## config.mk

```make
export PLATFORM = sky130hd
export DESIGN_NAME = jtpopeye_objdma
export DESIGN_NICKNAME = d
export VERILOG_FILES = /design/src/rtl/jtpopeye_objdma.sv
export SDC_FILE = /design/constraint.sdc
export NUM_CORES = 1
export LEC_CHECK = 0
export CAP_MARGIN = 20
export CORE_MARGIN = 2
export CORE_UTILIZATION = 40
export CTS_CLUSTER_SIZE = 14
export DETAILED_ROUTE_END_ITERATION = 8
export GPL_TIMING_DRIVEN = 0
export PLACE_DENSITY = 0.79
export SLEW_MARGIN = 20
export SYNTH_ARGS = -nofsm -noshare
export SYNTH_HDL_FRONTEND = slang
export SYNTH_SLANG_ARGS = --single-unit
```

## constraint.sdc

```tcl
create_clock -name clk -period 2.2 [get_ports clk]
set_clock_uncertainty 0.05 [all_clocks]
set_input_delay 0.44 -clock clk [delete_from_list [all_inputs] [get_ports clk]]
set_output_delay 0.44 -clock clk [all_outputs]
set_load 0.02 [all_outputs]
```

## src/rtl/jtpopeye_objdma.sv

```systemverilog
// Object-attribute DMA: on each VB rising edge, takes the CPU bus and copies LEN
// bytes from work RAM (starting at BASE) into the object attribute RAM.
module jtpopeye_objdma #(
    parameter int              AW   = 10,
    parameter int              LEN  = 160,
    parameter logic [AW-1:0]   BASE = '0
)(
    input  logic          clk,
    input  logic          rst,
    input  logic          pxl_cen,
    input  logic          VB,
    input  logic          dma_en,
    input  logic          busak_n,
    output logic          busrq_n,
    output logic [AW-1:0] dma_addr,
    input  logic [7:0]    dma_din,
    output logic [7:0]    obj_addr,
    output logic [7:0]    obj_dout,
    output logic          obj_we,
    output logic          dma_busy,
    output logic          dma_ovr
);

    typedef enum logic [1:0] {IDLE, REQ, COPY, REL} state_t;

    state_t        st, st_nxt;
    logic          vb_l;
    logic [8:0]    idx, idx_nxt;
    logic          busrq_nxt, busy_nxt, ovr_nxt, we_nxt;
    logic [AW-1:0] addr_nxt;
    logic [7:0]    oaddr_nxt, odout_nxt;
    logic          abort;

    // Losing VB before the block is done means the frame timing is gone; drop out.
    assign abort = !VB && (st == REQ || st == COPY);

    always_comb begin
        st_nxt    = st;
        idx_nxt   = idx;
        busrq_nxt = busrq_n;
        busy_nxt  = dma_busy;
        ovr_nxt   = dma_ovr;
        addr_nxt  = dma_addr;
        oaddr_nxt = obj_addr;
        odout_nxt = obj_dout;
        we_nxt    = 1'b0;
        if (abort) begin
            busrq_nxt = 1'b1;
            busy_nxt  = 1'b0;
            ovr_nxt   = 1'b1;
            st_nxt    = IDLE;
        end else begin
            case (st)
                IDLE: if (VB && !vb_l && dma_en) begin
                    busrq_nxt = 1'b0;
                    busy_nxt  = 1'b1;
                    ovr_nxt   = 1'b0;
                    idx_nxt   = '0;
                    st_nxt    = REQ;
                end
                REQ: if (!busak_n) begin
                    addr_nxt = BASE;
                    idx_nxt  = '0;
                    st_nxt   = COPY;
                end
                COPY: begin
                    // Data returned now belongs to the address presented last enable.
                    if (idx != '0) begin
                        we_nxt    = 1'b1;
                        oaddr_nxt = 8'(idx - 9'd1);
                        odout_nxt = dma_din;
                    end
                    if (idx < 9'(LEN))
                        addr_nxt = BASE + AW'(idx);
                    idx_nxt = idx + 9'd1;
                    if (idx == 9'(LEN))
                        st_nxt = REL;
                end
                REL: begin
                    busrq_nxt = 1'b1;
                    busy_nxt  = 1'b0;
                    st_nxt    = IDLE;
                end
                default: st_nxt = IDLE;
            endcase
        end
    end

    always_ff @(posedge clk) begin
        if (rst) begin
            st       <= IDLE;
            vb_l     <= 1'b1;   // no trigger if reset is released inside VB
            idx      <= '0;
            busrq_n  <= 1'b1;
            dma_busy <= 1'b0;
            dma_ovr  <= 1'b0;
            dma_addr <= BASE;
            obj_addr <= '0;
            obj_dout <= '0;
            obj_we   <= 1'b0;
        end else begin
            obj_we <= pxl_cen & we_nxt;
            if (pxl_cen) begin
                st       <= st_nxt;
                vb_l     <= VB;
                idx      <= idx_nxt;
                busrq_n  <= busrq_nxt;
                dma_busy <= busy_nxt;
                dma_ovr  <= ovr_nxt;
                dma_addr <= addr_nxt;
                obj_addr <= oaddr_nxt;
                obj_dout <= odout_nxt;
            end
        end
    end

endmodule

```

==> impl_metrics.ini <==
[critical_path]
path_class = flop to flop
worstPathArrival_ns = 2.26
worstPathMaxFanout = 8
endpoint_kind = flop
cp.required_ns = 2.37
startpoint_type = flop
worstRegToRegCells = 6

[cts]
tritoncts = done
cts_sinks = 41
postCtsHoldBufs = 0
cts_inserted_buffers = 5
cts.htree.levels = 2
cts_buffer_depth = 2
root_buffer = clkbuf_8
clkTransAtPathRegs_ns = 0.07
clock_latency_ns = 0.30
cts_setup_buffers = 0

[layout]
fin_cells = 332
layout_commonest_cell = clkdlybuf4s50_1
n_antenna_cell = 0
layout_common_cells = 40 x clkdlybuf4s50_1, 39 x dfxtp_1, 20 x nor2_1
drive_above_1_share_pct = 10.19
stdcell_area_sq_mm = 0.002590
fillers = 458
fin_nets = 286
fin_util_pct = 54.47
area_delta_synth_final_pct = 30.02

[synthesis]
ys_types = 48
synth-seq-area-share_pct = 41.21
ys_seq_elements = 41
synth_top_area_share_pct = 41.21
synth_area_leaders = dfxtp_1 41%, ha_1 5.0%, mux2i_1 5.0%
synth_cells = 219
async_flop_share_pct = 0
ys_warn_count = 0
yosys_most_used_dff = dfxtp_1
synth_edf_count = 0
synth_area_sq_mm = 0.001992
synth.avg_cell_area_sq_um = 9.095
yosys.area.top_type = dfxtp_1
syn-num-nets = 241

[floorplanning]
num_rows = 25
start_util_pct = 41.89
core-area_sq_mm = 0.004755
fp.dieH_microns = 74.57
boundaryPins = 44
die_x_microns = 74.57
dieArea_sq_mm = 0.005560

[grt]
antenna_found_initial = 0
grt_pass1_vias = 1615
grt_max_degree = 13
grt_pass1_wl_microns = 7410
grt.overflow.total = 0
grtUsageTotal_pct = 17.20

[sta]
max_freq_mhz = 479.2
post-route-period-util_pct = 94.86
slew_headroom_pct = 57.86
period_minus_slack_ns = 2.087
finalSetupViolations = 0
rsz0062_at_grt = no
tns_ns = 0
tightest_slew_ns = 0.6320
hold_violations = 0
finalMaxSlewViolations = 0

[power_and_ir_drop]
finalPower_mw = 1.416
peakVddDrop_uv = 440.0
leakagePower_nw = 0.9138
power_density_mw_per_mm2 = 546.9

[detailed_routing]
m1WireLength_microns = 2051
dr_wl_met2_microns = 2070
detail-route-antenna-nets = 0
met3_length_microns = 235
top_layer = met4
drtIter0Drc = 64
via_per_inst = 5.232
wire_per_inst_microns = 13.39
drt_wl_total_microns = 4445
firstDrtPassIters = 4
routed-via-count = 1737
drc = 0

[place]
portBuffers = 40
place_inst = 326
hpwl_microns = 3138
placed_area_sq_mm = 0.002476
gp_congestion = 0.7774

[job]
cap_violations = 0

[hold_path]
min_path_cells = 1
min_path_type = flop to flop

[outcome]
status = finished clean
path summary, 6_finish.rpt:
path                              start  endpoint  slack [ns]
worst max-delay path              st[0]    idx[7]        0.11
worst min-delay path            busrq_n   busrq_n        0.41
worst max register to register    st[0]    idx[7]        0.11
worst min register to register  busrq_n   busrq_n        0.41
stage by stage:
step	hold slack, ns	setup WS (ns)
2_1_floorplan	0.3835	0.1761
6_report	0.4057	0.1130
5_1_grt	0.4284	0.005643
4_1_cts	0.4092	0.006063
3_5_place_dp	0.3925	-0.3253
3_3_place_gp	0.3879	-0.3190
critical path, cell delays in order, from the launching register on:
cell	delay, ns
dfxtp_1	0.35
inv_1	0.10
ha_1	0.36
mux2_2	0.27
o2111ai_4	0.18
or4_1	0.54
a21oi_1	0.16
cell type report:
type / instances / area [sq um] / share of cell area [%]
multi-input combinational: 151 / 1057 / 40.82
sequential: 41 / 823.3 / 31.79
inverter: 9 / 33.78 / 1.304
clock inverter: 1 / 7.507 / 0.2899
tap: 67 / 83.83 / 3.237
clock buffer: 7 / 76.32 / 2.947
timing repair buffer: 40 / 400.4 / 15.46
buffer: 16 / 107.6 / 4.155
routing by layer:
metal | track usage, % | vias to the layer above
li1 | - | 886
met1 | 22.49 | 805
met2 | 27.24 | 39
met3 | 3.794 | 7
met4 | 7.738 | 0
met5 | 0 | -
registers in the layout, indices dropped and copies added (netlist names):
register / cells
idx: 9
obj_we: 1
busrq_n: 1
obj_addr: 8
dma_addr: 9
vb_l: 1
dma_busy: 1
st: 2
dma_ovr: 1
obj_dout: 8
logic make-up (layout without fill, tap and decap cells):
group	Yosys count	after routing	synth area share (%)
and+or+nand+nor	66	66	17.84
DFF	41	41	41.21
muxes	11	11	5.591
buffers and inverters	27	73	7.349
xor gates and xnor gates	7	7	3.078
AOI/OAI and AO/OA	58	58	19.72
other	1	1	0.1883
adders and majority gates	8	8	5.025
synthesized netlist by cell type (5+ instances only):
master,number
nor2_1,20
or4_1,5
dfxtp_1,41
nand4_1,11
nand3_1,5
o31ai_1,7
clkbuf_1,9
o21ai_0,14
ha_1,8
a211oi_2,5
nand2_1,7
inv_1,8
a21oi_1,19
mux2i_1,10
xnor2_1,6
power by group:
part	internal [mW]	switching, mW	leakage, nW
Sequential	0.750	0.00874	0.332
Combinational	0.0721	0.0992	0.544
Clock	0.225	0.261	0.0385
Total	1.05	0.369	0.914
what timing repair did:
item	in CTS	in global routing
setup endpoints to repair	22	23
pin swaps	0	0
gates resized for setup	2	6
No activity file was read; power rests on OpenSTA's default activity.
